<file path="src/rtl/vga_pkg.sv">
// Shared constants, register map and types for the VGA timing/colour generator.
package vga_pkg;

  localparam int unsigned H_DISP = 640;
  localparam int unsigned H_FP   = 16;
  localparam int unsigned H_SYNC = 96;
  localparam int unsigned H_BP   = 48;
  localparam int unsigned V_DISP = 480;
  localparam int unsigned V_FP   = 10;
  localparam int unsigned V_SYNC = 2;
  localparam int unsigned V_BP   = 33;

  localparam int unsigned CntW   = 12;
  localparam int unsigned CoordW = 11;

  typedef enum logic [2:0] {
    REG_CTRL      = 3'd0,
    REG_BG        = 3'd1,
    REG_FG        = 3'd2,
    REG_BOX_START = 3'd3,
    REG_BOX_END   = 3'd4,
    REG_STATUS    = 3'd5,
    REG_FRAME_CNT = 3'd6,
    REG_RSVD      = 3'd7
  } reg_idx_e;

  typedef struct packed {
    logic [CoordW-1:0] x0;
    logic [CoordW-1:0] y0;
    logic [CoordW-1:0] x1;
    logic [CoordW-1:0] y1;
  } box_t;

  function automatic logic [31:0] be_merge(input logic [31:0] old_v,
                                           input logic [31:0] new_v,
                                           input logic [3:0]  be);
    logic [31:0] res;
    res = old_v;
    for (int i = 0; i < 4; i++) begin
      if (be[i]) res[8*i +: 8] = new_v[8*i +: 8];
    end
    return res;
  endfunction

endpackage

</file>
<file path="src/rtl/vga_timing_ctrl_if.sv">
// Device-bus port bundle between the CPU side and the VGA controller.
interface vga_timing_ctrl_if #(
  parameter int unsigned AddrWidth = 32,
  parameter int unsigned DataWidth = 32
);
  logic                 device_req_i;
  logic [AddrWidth-1:0] device_addr_i;
  logic                 device_we_i;
  logic [3:0]           device_be_i;
  logic [DataWidth-1:0] device_wdata_i;
  logic                 device_rvalid_o;
  logic [DataWidth-1:0] device_rdata_o;

  modport master (
    output device_req_i, device_addr_i, device_we_i, device_be_i, device_wdata_i,
    input  device_rvalid_o, device_rdata_o
  );

  modport slave (
    input  device_req_i, device_addr_i, device_we_i, device_be_i, device_wdata_i,
    output device_rvalid_o, device_rdata_o
  );
endinterface

</file>
<file path="src/rtl/vga_timing_counter.sv">
// Pixel-tick divider and horizontal/vertical position counters.
module vga_timing_counter
  import vga_pkg::*;
#(
  parameter int unsigned HT     = 800,
  parameter int unsigned VT     = 525,
  parameter int unsigned PixDiv = 2,
  parameter int unsigned W      = CntW
) (
  input  logic         i_clk,
  input  logic         i_rst_n,
  input  logic         i_enable,
  output logic         o_tick,
  output logic [W-1:0] o_hc,
  output logic [W-1:0] o_vc,
  output logic         o_frame_start
);

  localparam int unsigned    DivW    = (PixDiv > 1) ? $clog2(PixDiv) : 1;
  localparam logic [DivW-1:0] DivLoad = DivW'(PixDiv - 1);
  localparam logic [W-1:0]    HLast   = W'(HT - 1);
  localparam logic [W-1:0]    VLast   = W'(VT - 1);

  logic [DivW-1:0] r_div;
  logic [W-1:0]    r_hc;
  logic [W-1:0]    r_vc;
  logic            w_tick;

  // Down-counter: the tick is the terminal count, so the first tick lands
  // on the first enabled cycle.
  assign w_tick = i_enable && (r_div == '0);

  always_ff @(posedge i_clk) begin
    if (!i_rst_n || !i_enable) begin
      r_div <= '0;
      r_hc  <= '0;
      r_vc  <= '0;
    end else begin
      r_div <= (r_div == '0) ? DivLoad : r_div - DivW'(1);
      if (w_tick) begin
        if (r_hc == HLast) begin
          r_hc <= '0;
          r_vc <= (r_vc == VLast) ? '0 : r_vc + W'(1);
        end else begin
          r_hc <= r_hc + W'(1);
        end
      end
    end
  end

  assign o_tick        = w_tick;
  assign o_hc          = r_hc;
  assign o_vc          = r_vc;
  assign o_frame_start = w_tick && (r_hc == HLast) && (r_vc == VLast);

endmodule

</file>
<file path="src/rtl/vga_timing_ctrl.sv">
// Bus-programmable VGA timing generator: syncs, background and one foreground box.
module vga_timing_ctrl
  import vga_pkg::*;
#(
  parameter int unsigned CD        = 12,
  parameter int unsigned HD        = H_DISP,
  parameter int unsigned HF        = H_FP,
  parameter int unsigned HR        = H_SYNC,
  parameter int unsigned HB        = H_BP,
  parameter int unsigned VD        = V_DISP,
  parameter int unsigned VF        = V_FP,
  parameter int unsigned VR        = V_SYNC,
  parameter int unsigned VB        = V_BP,
  parameter int unsigned PixDiv    = 2,
  parameter int unsigned AddrWidth = 32,
  parameter int unsigned DataWidth = 32
) (
  input  logic               clk_i,
  input  logic               rst_ni,
  vga_timing_ctrl_if.slave   bus,
  output logic               hsync_o,
  output logic               vsync_o,
  output logic [CD-1:0]      rgb_o
);

  localparam int unsigned    HT     = HD + HF + HR + HB;
  localparam int unsigned    VT     = VD + VF + VR + VB;
  localparam logic [CntW-1:0] HdC    = CntW'(HD);
  localparam logic [CntW-1:0] HsBeg  = CntW'(HD + HF);
  localparam logic [CntW-1:0] HsEnd  = CntW'(HD + HF + HR - 1);
  localparam logic [CntW-1:0] VdC    = CntW'(VD);
  localparam logic [CntW-1:0] VsBeg  = CntW'(VD + VF);
  localparam logic [CntW-1:0] VsEnd  = CntW'(VD + VF + VR - 1);

  logic [2:0]      r_ctrl;
  logic [CD-1:0]   r_bg_stg;
  logic [CD-1:0]   r_fg_stg;
  box_t            r_box_stg;
  logic [CD-1:0]   r_bg;
  logic [CD-1:0]   r_fg;
  box_t            r_box;
  logic [31:0]     r_frame_cnt;
  logic            r_rvalid;
  logic [31:0]     r_rdata;
  logic            r_hsync;
  logic            r_vsync;
  logic [CD-1:0]   r_rgb;

  logic            w_en;
  logic            w_tick;
  logic            w_frame_start;
  logic [CntW-1:0] w_hc;
  logic [CntW-1:0] w_vc;
  logic            w_hblank;
  logic            w_vblank;
  logic            w_hs_act;
  logic            w_vs_act;
  logic            w_in_box;
  reg_idx_e        w_idx;
  logic            w_wr;
  logic [31:0]     w_wdata;
  logic [31:0]     w_rd_val;
  logic [31:0]     w_merged;
  logic            w_unused;

  assign w_en = r_ctrl[0];

  vga_timing_counter #(
    .HT     (HT),
    .VT     (VT),
    .PixDiv (PixDiv),
    .W      (CntW)
  ) u_counter (
    .i_clk         (clk_i),
    .i_rst_n       (rst_ni),
    .i_enable      (w_en),
    .o_tick        (w_tick),
    .o_hc          (w_hc),
    .o_vc          (w_vc),
    .o_frame_start (w_frame_start)
  );

  assign w_hblank = (w_hc >= HdC);
  assign w_vblank = (w_vc >= VdC);
  assign w_hs_act = (w_hc >= HsBeg) && (w_hc <= HsEnd);
  assign w_vs_act = (w_vc >= VsBeg) && (w_vc <= VsEnd);
  assign w_in_box = ({1'b0, r_box.x0} <= w_hc) && (w_hc <= {1'b0, r_box.x1}) &&
                    ({1'b0, r_box.y0} <= w_vc) && (w_vc <= {1'b0, r_box.y1});

  assign w_idx   = reg_idx_e'(bus.device_addr_i[4:2]);
  assign w_wr    = bus.device_req_i && bus.device_we_i;
  assign w_wdata = bus.device_wdata_i[31:0];

  always_comb begin
    w_rd_val = '0;
    case (w_idx)
      REG_CTRL:      w_rd_val = {29'b0, r_ctrl};
      REG_BG:        w_rd_val = {{(32-CD){1'b0}}, r_bg_stg};
      REG_FG:        w_rd_val = {{(32-CD){1'b0}}, r_fg_stg};
      REG_BOX_START: w_rd_val = {5'b0, r_box_stg.y0, 5'b0, r_box_stg.x0};
      REG_BOX_END:   w_rd_val = {5'b0, r_box_stg.y1, 5'b0, r_box_stg.x1};
      REG_STATUS:    w_rd_val = {r_frame_cnt[15:0], 14'b0, w_hblank, w_vblank};
      REG_FRAME_CNT: w_rd_val = r_frame_cnt;
      default:       w_rd_val = '0;
    endcase
  end

  // Byte-enable merge uses the staging value as the old contents.
  assign w_merged = be_merge(w_rd_val, w_wdata, bus.device_be_i);

  always_ff @(posedge clk_i) begin
    if (!rst_ni) begin
      r_ctrl    <= '0;
      r_bg_stg  <= '0;
      r_fg_stg  <= '0;
      r_box_stg <= '0;
    end else if (w_wr) begin
      case (w_idx)
        REG_CTRL: r_ctrl   <= w_merged[2:0];
        REG_BG:   r_bg_stg <= w_merged[CD-1:0];
        REG_FG:   r_fg_stg <= w_merged[CD-1:0];
        REG_BOX_START: begin
          r_box_stg.x0 <= w_merged[10:0];
          r_box_stg.y0 <= w_merged[26:16];
        end
        REG_BOX_END: begin
          r_box_stg.x1 <= w_merged[10:0];
          r_box_stg.y1 <= w_merged[26:16];
        end
        default: ;
      endcase
    end
  end

  // Active copies sample staging before any same-cycle write lands.
  always_ff @(posedge clk_i) begin
    if (!rst_ni) begin
      r_bg  <= '0;
      r_fg  <= '0;
      r_box <= '0;
    end else if (!w_en || w_frame_start) begin
      r_bg  <= r_bg_stg;
      r_fg  <= r_fg_stg;
      r_box <= r_box_stg;
    end
  end

  always_ff @(posedge clk_i) begin
    if (!rst_ni) begin
      r_frame_cnt <= '0;
    end else if (w_frame_start) begin
      r_frame_cnt <= r_frame_cnt + 32'd1;
    end
  end

  always_ff @(posedge clk_i) begin
    if (!rst_ni) begin
      r_rvalid <= 1'b0;
      r_rdata  <= '0;
    end else begin
      r_rvalid <= bus.device_req_i;
      r_rdata  <= (bus.device_req_i && !bus.device_we_i) ? w_rd_val : '0;
    end
  end

  always_ff @(posedge clk_i) begin
    if (!rst_ni) begin
      r_hsync <= 1'b1;
      r_vsync <= 1'b1;
      r_rgb   <= '0;
    end else begin
      r_hsync <= (w_en && w_hs_act) ~^ r_ctrl[1];
      r_vsync <= (w_en && w_vs_act) ~^ r_ctrl[2];
      if (w_en && !w_hblank && !w_vblank) begin
        r_rgb <= w_in_box ? r_fg : r_bg;
      end else begin
        r_rgb <= '0;
      end
    end
  end

  assign hsync_o             = r_hsync;
  assign vsync_o             = r_vsync;
  assign rgb_o               = r_rgb;
  assign bus.device_rvalid_o = r_rvalid;
  assign bus.device_rdata_o  = DataWidth'(r_rdata);

  assign w_unused = ^{w_tick, w_merged, bus.device_addr_i[AddrWidth-1:5],
                      bus.device_addr_i[1:0]};

endmodule

</file>
<file path="src/flat_wrapper.sv">
// flat-port wrapper written by rule: the top's interface ports become plain ports
module vga_timing_ctrl_flat import vga_pkg::*;
#(
  parameter int unsigned CD        = 12,
  parameter int unsigned HD        = H_DISP,
  parameter int unsigned HF        = H_FP,
  parameter int unsigned HR        = H_SYNC,
  parameter int unsigned HB        = H_BP,
  parameter int unsigned VD        = V_DISP,
  parameter int unsigned VF        = V_FP,
  parameter int unsigned VR        = V_SYNC,
  parameter int unsigned VB        = V_BP,
  parameter int unsigned PixDiv    = 2,
  parameter int unsigned AddrWidth = 32,
  parameter int unsigned DataWidth = 32
)
  (clk_i, rst_ni, hsync_o, vsync_o, rgb_o, bus_device_req_i, bus_device_addr_i, bus_device_we_i, bus_device_be_i, bus_device_wdata_i, bus_device_rvalid_o, bus_device_rdata_o);
  vga_timing_ctrl_if #(.AddrWidth(AddrWidth), .DataWidth(DataWidth)) bus_i ();
  input  logic clk_i;
  input  logic rst_ni;
  output logic hsync_o;
  output logic vsync_o;
  output logic [CD-1:0] rgb_o;
  input wire logic [$bits(bus_i.device_req_i)-1:0] bus_device_req_i;
  input wire logic [$bits(bus_i.device_addr_i)-1:0] bus_device_addr_i;
  input wire logic [$bits(bus_i.device_we_i)-1:0] bus_device_we_i;
  input wire logic [$bits(bus_i.device_be_i)-1:0] bus_device_be_i;
  input wire logic [$bits(bus_i.device_wdata_i)-1:0] bus_device_wdata_i;
  output wire logic [$bits(bus_i.device_rvalid_o)-1:0] bus_device_rvalid_o;
  output wire logic [$bits(bus_i.device_rdata_o)-1:0] bus_device_rdata_o;
  assign bus_i.device_req_i = bus_device_req_i;
  assign bus_i.device_addr_i = bus_device_addr_i;
  assign bus_i.device_we_i = bus_device_we_i;
  assign bus_i.device_be_i = bus_device_be_i;
  assign bus_i.device_wdata_i = bus_device_wdata_i;
  assign bus_device_rvalid_o = bus_i.device_rvalid_o;
  assign bus_device_rdata_o = bus_i.device_rdata_o;
  vga_timing_ctrl #(.CD(CD), .HD(HD), .HF(HF), .HR(HR), .HB(HB), .VD(VD), .VF(VF), .VR(VR), .VB(VB), .PixDiv(PixDiv), .AddrWidth(AddrWidth), .DataWidth(DataWidth)) u_core (.clk_i(clk_i), .rst_ni(rst_ni), .bus(bus_i), .hsync_o(hsync_o), .vsync_o(vsync_o), .rgb_o(rgb_o));
endmodule
</file>
<file path="config.mk">
export PLATFORM = sky130hd
export DESIGN_NAME = vga_timing_ctrl_flat
export DESIGN_NICKNAME = d
export VERILOG_FILES = /design/src/rtl/vga_pkg.sv /design/src/rtl/vga_timing_ctrl_if.sv /design/src/rtl/vga_timing_counter.sv /design/src/rtl/vga_timing_ctrl.sv /design/src/flat_wrapper.sv
export SDC_FILE = /design/constraint.sdc
export NUM_CORES = 1
export LEC_CHECK = 0
export BUFFER_PORTS_ARGS = -buffer_cell sky130_fd_sc_hd__buf_2
export CORE_MARGIN = 4
export CORE_UTILIZATION = 30
export DETAILED_ROUTE_END_ITERATION = 10
export PLACE_DENSITY = 0.57
export SLEW_MARGIN = 20
export SYNTH_ARGS = -nofsm -noshare
export SYNTH_HDL_FRONTEND = slang
export SYNTH_SLANG_ARGS = --single-unit
</file>
<file path="constraint.sdc">
create_clock -name clk_i -period 7.55 [get_ports clk_i]
set_clock_uncertainty 0.15 [all_clocks]
set_input_delay 1.1325 -clock clk_i [delete_from_list [all_inputs] [get_ports clk_i]]
set_output_delay 1.1325 -clock clk_i [all_outputs]
set_load 0.05 [all_outputs]
</file>
# ---- Word level (Yosys, flattened, before mapping)
# Cells that the tools add are included.
dict set report totals {
  ff_bits 243
  out_inout_bits 47
  input_bits 72
  wordCells 86
}
dict set report op_classes {
  bitwise_logic 3
  n_lt_le_gt_ge 10
  n_addsub 4
  reduce_logical 30
  eq_ne 8
  mux 9
}
# cell n
set op_table {}
lappend op_table {{case mux 32 bit (7 select lines)} 1}
lappend op_table {{two-way mux 12 bit} 3}
lappend op_table {{adder 32 x 1 -> 32 bit (second input constant)} 1}
lappend op_table {{adder 12 x 1 -> 12 bit (second input constant)} 2}
lappend op_table {{== test 12 x 10 -> 1 bit (second input constant)} 2}
lappend op_table {{>= comparator 12 x 10 -> 1 bit (second input constant)} 2}
lappend op_table {{>= comparator 12 x 9 -> 1 bit (second input constant)} 2}
lappend op_table {{<= comparator 11 x 12 -> 1 bit} 2}
lappend op_table {{<= comparator 12 x 11 -> 1 bit} 2}
lappend op_table {{two-way mux 8 bit} 2}
lappend op_table {{AND reduction 2 bit} 8}
lappend op_table {{logical AND 1 bit} 14}
lappend op_table {{<= comparator 12 x 10 -> 1 bit (second input constant)} 1}
lappend op_table {{<= comparator 12 x 9 -> 1 bit (second input constant)} 1}
lappend op_table {{== test 3 bit (second input constant)} 3}
lappend op_table {{== test 3 x 2 -> 1 bit (second input constant)} 2}
lappend op_table {{logical NOT 1 bit} 5}
lappend op_table {{two-way mux 4 bit} 1}
lappend op_table {{== test 3 x 1 -> 1 bit (second input constant)} 1}
lappend op_table {{logical NOT 3 bit} 1}
lappend op_table {{two-way mux 3 bit} 1}
lappend op_table {{logical OR 1 bit} 2}
lappend op_table {{XNOR 1 bit} 2}
lappend op_table {{two-way mux 1 bit} 1}
lappend op_table {{other kinds (2)} 2}

# ---- Logic depth before layout (Yosys ltp)
# Gate-level depths: netlist of run 1.
dict set report logic_depth {
  ltp_word 5
  depth_mapped 12
  mapped_depth_nobuf 8
}

# ---- Modules after synthesis
# A second synthesis of run 1 with hierarchy kept.
dict set report unflattened {
  hier_cells 1379
  area_unflattened_um2 11596.1
}
# mod seq_area_each_um2 cells_each instances area_per_inst_um2
set modules_own_cells {}
lappend modules_own_cells {vga_timing_ctrl 4364.2 1237 1 10371.2}
lappend modules_own_cells {vga_timing_counter 500.5 142 1 1224.9}

# ---- Worst setup path after synthesis of run 1
# No wires, ideal clock.
dict set report synth_path {
  path_kind {input to register}
  start {input bus_device_addr_i[2]}
  end {register u_core.r_rdata[16], in the netlist u_core.bus.device_rdata_o[16]}
  slack_ns 4.578
  setup_ns 0.127
  path_stages 6
  arrival_ns 2.696
  required_time_ns 7.273
  n_path_buf 4
  path_cell_list {clkbuf_1 > buf_1 > clkbuf_1 > a311o_1 > clkbuf_1 > nor2_1}
}
dict set report synth_between {
  elab_chain_len 2
  elab_cells_between_ends 8
  classes_between {6 x eq/ne; 1 x mux; 1 x reduce/logical}
}
# element line
set synth_rtl {}
lappend synth_rtl {{start: declaration} flat_wrapper.sv:25} ;# input wire logic [$bits(bus_i.device_addr_i)-1:0] bus_device_addr_i;
lappend synth_rtl {{== test 3 bit, or another cell as far along} vga_timing_ctrl.sv:96} ;# case (w_idx)
lappend synth_rtl {{case mux 32 bit (7 select lines) *} vga_timing_ctrl.sv:96}
lappend synth_rtl {{end signal: assignment} vga_timing_ctrl.sv:162} ;# r_rdata <= (bus.device_req_i && !bus.device_we_i) ? w_rd_val : '0;
lappend synth_rtl {{end: declaration} vga_timing_ctrl.sv:44} ;# logic [31:0] r_rdata;
# Mark *: on every way between the ends. The rest lies on a longest branch, timed or not.
# A chain may end at the register's enable or synchronous reset.

# ---- Worst setup path after layout of run 1
dict set report layout_path {
  start {register u_core.u_counter.r_vc[5], in the netlist u_core.u_counter.o_vc[5]}
  end {register u_core.r_rgb[11], in the netlist u_core.rgb_o[11]}
}
dict set report layout_between {
  elab_chain_len 4
  elab_cells_between_ends 9
  classes_between {3 x order compare; 1 x mux; 5 x reduce/logical}
}
# element line
set layout_rtl {}
lappend layout_rtl {{start: declaration} vga_timing_counter.sv:26} ;# logic [W-1:0] r_vc;
lappend layout_rtl {{start signal: assignment} vga_timing_counter.sv:43} ;# r_vc <= (r_vc == VLast) ? '0 : r_vc + W'(1);
lappend layout_rtl {{<= comparator 11 x 12 -> 1 bit / >= comparator 12 x 9 -> 1 bit (equally long branches)} {vga_timing_ctrl.sv:88, vga_timing_ctrl.sv:84}}
lappend layout_rtl {{logical AND 1 bit / logical NOT 1 bit (equally long branches)} {vga_timing_ctrl.sv:87, vga_timing_ctrl.sv:174}}
lappend layout_rtl {{logical AND 1 bit (on tied branches)} {vga_timing_ctrl.sv:88, vga_timing_ctrl.sv:174}}
lappend layout_rtl {{two-way mux 12 bit / AND reduction 2 bit (equally long branches)} -}
lappend layout_rtl {{end signal: assignment} vga_timing_ctrl.sv:175} ;# r_rgb <= w_in_box ? r_fg : r_bg;
lappend layout_rtl {{end: declaration} vga_timing_ctrl.sv:47} ;# logic [CD-1:0] r_rgb;
# Several ways; a longest one is shown, not always the timed one.

==> out/results.ini, run 1 <==
[finish]
regArea_sq_um = 4860
multi_input_area_sq_um = 5860
num-fill-cells = 3966
post-route-util_pct = 35.1
areaGrowthSynthToFinish_pct = 15.6
mostFrequentLayoutCells = nand2_1 (289), dfxtp_1 (243), a21oi_1 (179)
antenna_cells = 0
nets = 1544
final_common_cell = nand2_1
fin_cells = 1952
drive_above_1_share_pct = 12.4

[clock_tree]
post_cts_resized = 0
hold_buffers = 0
clock_latency_ns = 0.55
cts_tree = done
clk_path_buf_depth = 3
cts_buffers = 27
cts_post_setup_buffers_inserted = 0
cts.sink_count = 243
clkTransAtPathRegs_ns = 0.06
root_buffer = clkbuf_16
ctsHtreeMaxLevel = 1

[logic_synthesis]
syn_inst = 1388
avgSynthCellArea_sq_um = 8.19
synth_seq_area_share_pct = 42.8
synth-main-ff-cell = dfxtp_1
syn_nets = 1510
async_flop_share_pct = 0
yosysUniqueCellTypes = 60
synth_area_sq_um = 11400
yosys_warnings = 0
synth_seq_cells = 243
synth-edff-count = 0

[timing]
min_period_ns = 3.39
max_freq_mhz = 295
tightestPinTransition_ns = 1.12
tns_ns = 0
drv_slew = 0
rsz0062_at_grt = false
finalHoldViolCount = 0
period_share_pct = 44.9
finalSetupViolCount = 0
slew_headroom_pct = 25.1

[detailed_routing]
drt_iter0_drc = 726
wl_per_cell_um = 16.9
drc = 0
drtPass1Iterations = 5
via_count = 9732
via_per_inst = 4.99
drtAntennaViolNets = 0
wirelength_um = 33100

[die]
die_h_um = 203
die_x_um = 203
rows = 71
dieArea_sq_um = 41100
ios = 119
core_sq_um = 37500
initial_core_util_pct = 30.3

[critical_path]
setup.worst_path.start_class = register
critPathKind = register to register
reg2reg_depth = 8
rr_endpoint = u_core.rgb_o[11]
cp-startpoint = u_core.u_counter.o_vc[5]
crit_path_max_fanout = 12
crit_required_ns = 7.79
critPathCaptureType = register
cp_data_arrival_time_ns = 3.63
rrSetupSlack_ns = 4.16
crit_end = u_core.rgb_o[11]
reg2reg_from = u_core.u_counter.o_vc[5]

[power]
p_seq_share_pct = 44.8
switching_share_pct = 21.8
combPwrFrac_pct = 3.9
vdd_drop_max_mv = 0.172
clkPwrFrac_pct = 51.3
total_power_w = 0.00288
p_switching_w = 0.000630
power_density_nw_per_um2 = 219
intPower_w = 0.00225
leakage_nw = 4.69

[placed_design]
place.gp.congestion = 0.849
portBuffers = 80
dp_hpwl_um = 23200
dp.cells = 1903

[run]
drv_cap = 0

[global_routing]
grt_first_pass_wirelength_um = 52500
grt_max_degree = 107
grt_pass1_vias = 9362
grtUsageTotal_pct = 15.7
grt_antenna_before_repair = 0
grt-ovfl-total = 0

[hold_path]
min_from = u_core.r_box[1]
hold_path.class = register to register

[status]
status = finished, final reports clean

[power groups by stage]
stage	combinational [W]	sequential (W)	clock [W]
floorplan	0.0000715	0.00132	0
global placement	0.000108	0.00132	0
detailed placement	0.000109	0.00132	0
CTS	0.000110	0.00129	0.00151
global route	0.000120	0.00129	0.00156
finish	0.000111	0.00129	0.00148
[critical path: stages, from the launching register on]
cell and delay [ns]:
dfxtp_1 0.45, inv_1 0.13, ha_1 0.34, a21oi_1 0.16
nand2_1 0.06, a2111oi_1 0.81, o22ai_1 0.58, o31ai_1 0.37
a21oi_1 0.17
[flip-flops by register name, indices dropped and copies added, names as in the netlist]
register and flops:
u_core.r_ctrl 3, u_core.rgb_o 12, u_core.r_box_stg 44, u_core.bus.device_rvalid_o 1, u_core.r_box 44, u_core.u_counter.r_div 1
u_core.r_frame_cnt 32, u_core.bus.device_rdata_o 32, u_core.u_counter.o_vc 12, u_core.r_fg_stg 12, u_core.r_fg 12, u_core.hsync_o 1
u_core.r_bg 12, u_core.u_counter.o_hc 12, u_core.r_bg_stg 12, u_core.vsync_o 1
[worst min-delay path by stage]
stage                     slack [ns]          endpoint  cells after the start
after CTS                       0.30  u_core.r_box[33]                      2
after global routing            0.32   u_core.r_box[1]                      2
after global placement          0.29  u_core.r_box[33]                      2
after detailed placement        0.30  u_core.r_box[33]                      2
final                           0.30   u_core.r_box[1]                      2
after floorplan                 0.28  u_core.r_box[13]                      2
[per-stage QoR]
stage	instance area [sq um]	hold WS [ns]	setup slack, ns
2_1_floorplan	11400	0.282	4.58
3_3_place_gp	12100	0.292	3.79
3_5_place_dp	12100	0.295	3.74
4_1_cts	13100	0.302	3.87
5_1_grt	13100	0.321	3.93
6_report	13100	0.300	4.16
[synthesized netlist by cell type (5+ instances only)]
master	count	area, sq um
a211oi_1	13	97.6
a21oi_1	179	896
a22oi_1	22	165
and2_1	12	75.1
and4_1	5	43.8
buf_1	7	26.3
buf_2	9	45.0
buf_4	5	37.5
clkbuf_1	61	229
dfxtp_1	243	4860
ha_1	50	626
inv_1	74	278
mux2_2	16	180
mux2i_1	37	370
nand2_1	290	1090
nand2b_1	5	31.3
nand3_1	24	120
nand4_1	39	244
nor2_1	96	360
nor2b_1	12	75.1
nor3_1	18	90.1
nor3_2	5	50.1
nor4_1	13	81.3
o21ai_0	14	70.1
o22a_1	12	105
o22ai_1	9	56.3
o31ai_1	13	97.6
or3_1	8	50.1
xnor2_1	37	324
xor2_1	6	52.6
[layout make-up]
cell class	instances	share of cell area, %
Multi-Input combinational cell	984	44.6
Sequential cell	243	37.0
Clock buffer	38	6.06
Tap cell	511	4.86
Timing Repair Buffer	91	3.76
Inverter	75	2.16
Clock inverter	10	1.54
[cells by family (layout without fill, tap and decap cells)]
group	after synthesis	in the layout	share of synthesized area [%]
simple gates	552	552	22.6
compound gates	284	284	14.7
flops	243	243	42.8
buf+inv	161	214	5.84
mux	55	55	5.24
fa+ha+maj	50	50	5.50
xor+xnor	43	43	3.31
[layer usage]
metal	share of wire [%]	up-vias	wire length [um]	GRT usage [%]
met5	0	-	0	0
met2	44	256	14500	24.4
met1	48	4585	16000	22.5
met3	5.4	54	1780	2.48
met4	2.6	0	866	4.53
li1	-	4837	-	-
Power figures use the tool's default switching activity.
==> run 2, diff against run 1 <==
Settings changed: ABC_AREA set to 1, PLACE_DENSITY 0.57 to 0.59.
Clock period 7.55 ns to 3 ns, I/O delays scaled along.
==> run 2 against run 1 <==
Register-to-register slack lost 3.7 ns. Flip-flop and latch count unchanged. Sequential power rose to 2.6 times the previous value. Setup slack worse by 3.7 ns. Global-route usage is 0.17 points higher. Cell count rose by 13%. Final area grew 0.77%. Combinational power rose to 4.3 times the previous value. Power rose by 140%. Worst hold slack lost 0.21 ns. Largest cell class unchanged.
==> out/results.ini, run 2 <==
[power]
vdd_drop_max_mv = 0.397  ; +130%
leakage_nw = 5.47  ; +17%
total_power_w = 0.00692  ; +140%
power_density_nw_per_um2 = 523  ; +140%

[clock_tree]
cts_post_setup_buffers_inserted = 0  ; unchanged
cts_tree = done
clk_path_buf_depth = 3  ; unchanged
cts_buffers = 27  ; unchanged
cts.sink_count = 243  ; unchanged
clkTransAtPathRegs_ns = 0.06  ; about the same
root_buffer = clkbuf_16
ctsHtreeMaxLevel = 1  ; unchanged
clock_latency_ns = 0.55  ; about the same

[timing]
tightestPinTransition_ns = 0.884  ; -0.240 ns
period_share_pct = 83.6  ; +39 points
finalHoldViolCount = 0  ; unchanged
hold_slack_ns = 0.0905  ; -0.209 ns
min_period_ns = 2.51  ; -0.882 ns
setup_slack_ns = 0.492  ; -3.67 ns
max_freq_mhz = 399  ; +35%
tns_ns = 0  ; unchanged
rsz0062_at_grt = false
finalSetupViolCount = 0  ; unchanged
drv_slew = 0  ; unchanged
slew_headroom_pct = 40.4  ; +15 points

[global_routing]
grtUsageTotal_pct = 15.8  ; +0.17 points
grt_antenna_before_repair = 0  ; unchanged
grt-ovfl-total = 0  ; unchanged
grt_max_degree = 60  ; -44%
grt_pass1_vias = 10000  ; +7.2%
grt_first_pass_wirelength_um = 54000  ; +3.0%

[detailed_routing]
via_per_inst = 4.81  ; -3.5%
via_count = 10600  ; +8.7%
drt_iter0_drc = 673  ; -7.3%
drtPass1Iterations = 5  ; unchanged
wirelength_um = 33900  ; +2.4%
wl_per_cell_um = 15.4  ; -9.1%
drc = 0  ; unchanged
drtAntennaViolNets = 0  ; unchanged

[logic_synthesis]
yosysUniqueCellTypes = 39  ; -35%
synth_xor_area_share_pct = 1.69  ; -1.6 points
async_flop_share_pct = 0  ; unchanged
yosysTopAreaCell = dfxtp_1
synth-main-ff-cell = dfxtp_1
synth_area_leaders = dfxtp_1 (43%), nand2_1 (9.8%), a21oi_1 (7.6%), o21ai_0 (7.6%), inv_1 (6.2%)
yosysMostFrequentCell = nand2_1
synth_fa_ha_area_share_pct = 5.47  ; -0.028 points
synth-edff-count = 0  ; unchanged
syn_nets = 1725  ; +14%
avgSynthCellArea_sq_um = 7.13  ; -13%
synth-simple-area-share_pct = 22.8  ; +0.28 points
synth_seq_area_share_pct = 42.6  ; -0.22 points
synth_compound_area_share_pct = 18.4  ; +3.6 points
synth_area_sq_um = 11400  ; +0.52%
synth_top_cell_area_share_pct = 42.6  ; -0.22 points
yosys_warnings = 0  ; unchanged
synthMuxAreaShare_pct = 0  ; -5.2 points
synthTopCellsByCount = nand2_1 (298), dfxtp_1 (243), inv_1 (188), nor2_1 (188), a21oi_1 (174)
syn_inst = 1603  ; +15%
synth_top_family_by_area = simple AND/OR/NAND/NOR gates
synth_seq_cells = 243  ; unchanged

[die]
die_h_um = 203  ; +0.25%
dieArea_sq_um = 41300  ; +0.50%
rows = 71  ; unchanged
initial_core_util_pct = 30.4  ; +0.085 points
die_x_um = 203  ; +0.25%
ios = 119  ; unchanged
core_sq_um = 37600  ; +0.24%

[critical_path]
cp_cell_sequence = inv_1 -> ha_1 -> nand4_1 -> nor2_1 -> nand4_1 -> nand2_1 -> nand2_1 -> nor2_4 -> buf_12 -> inv_1 -> nor2_1 -> nor2_1
critPathCaptureType = register
worst-path-buf-inv = 3  ; +2
crit_required_ns = 3.30  ; -4.49 ns
critPathKind = register to register
rrSetupSlack_ns = 0.49  ; -3.67 ns
setup.worst_path.start_class = register
slowest_delay_ns = 0.42  ; -0.39 ns
critPathTopFamily = simple AND/OR/NAND/NOR gates
cp-startpoint = u_core.u_counter.o_vc[9]
path_common_cell = nor2_1
reg2reg_from = u_core.u_counter.o_vc[9]
crit_path_max_fanout = 15  ; +3
worst_path_max_delay_cell = dfxtp_1
cp_data_arrival_time_ns = 2.80  ; -0.83 ns

[finish]
drive_above_1_share_pct = 9.71  ; -2.7 points
post-route-util_pct = 35.3  ; +0.19 points
nets = 1793  ; +16%
final_common_cell = nand2_1
antenna_cells = 0  ; unchanged
num-fill-cells = 3947  ; -0.48%
largestRegisters = u_core.r_box (44), u_core.r_box_stg (44)
areaGrowthSynthToFinish_pct = 15.9
mostFrequentLayoutCells = nand2_1 (298), dfxtp_1 (243), inv_1 (188)

[hold_path]
min_from = bus_device_wdata_i[18]
hold_path.class = input port to register

[placed_design]
dp_hpwl_um = 24900  ; +7.6%
portBuffers = 80  ; unchanged
pre_cts_ws_ns = 0.362  ; -3.38 ns
place.gp.congestion = 0.908  ; +7.0%

[run]
drv_cap = 0  ; unchanged

[status]
status = finished, final reports clean

run 2: final cells by class:
cell class              count  area [sq um]  area share, %
clock buffers              41           788           5.95
multi-input cells        1096          5540           41.8
clock inverters             6          45.0          0.340
repair buffers            107           636           4.80
flip-flops and latches    243          4860           36.7
well taps                 511           639           4.83
inverters                 196           736           5.55
run 2: worst reg2reg max path: cells and delay by family (launching register included):
kind                       cells  cell delay, ns
buffers and inverters          3            0.36
adders and majority gates      1            0.32
DFF                            1            0.42
and+or+nand+nor                8            1.16
run 2: metal layers:
metal | GRT usage [%] | wire [um] | vias up
met3 | 2.29 | 1720 | 47
met4 | 4.29 | 846 | 0
met1 | 21.6 | 15500 | 4872
li1 | - | - | 5391
met2 | 26.4 | 15800 | 270
met5 | 0 | 0 | -
run 2: logic make-up (layout without fill, tap and decap cells):
logic type      after synthesis  count (layout)
simple gates                623             623
compound gates              401             401
buf+inv                     264             350
flops                       243             243
fa+ha+maj                    50              50
xor+xnor                     22              22
run 2: worst paths after layout:
path | to | depth (start not counted)
setup / recovery | u_core.rgb_o[2] | 12
hold / removal | u_core.r_box_stg[2] | 3
setup reg to reg | u_core.rgb_o[2] | 12
hold reg to reg | u_core.r_bg[3] | 2
run 2: per-stage QoR:
step,cell area (sq um),cells
2_1_floorplan,11400,1603
3_5_place_dp,12400,2151
3_3_place_gp,12400,2151
4_1_cts,13200,2200
5_1_grt,13200,2200
6_report,13200,2200
run 2: power by group:
| part | switching (W) | total [W] | internal (W) | leakage, nW |
|---|---|---|---|---|
| sequential | 0.0000250 | 0.00330 | 0.00327 | 1.96 |
| combinational | 0.000322 | 0.000474 | 0.000152 | 3.09 |
| clock | 0.00134 | 0.00315 | 0.00181 | 0.415 |
| total | 0.00169 | 0.00692 | 0.00523 | 5.47 |
run 2: repair_timing:
item	in CTS	in global routing
hold endpoints to repair	2	0
hold buffers	2	0
resized for setup	0	0
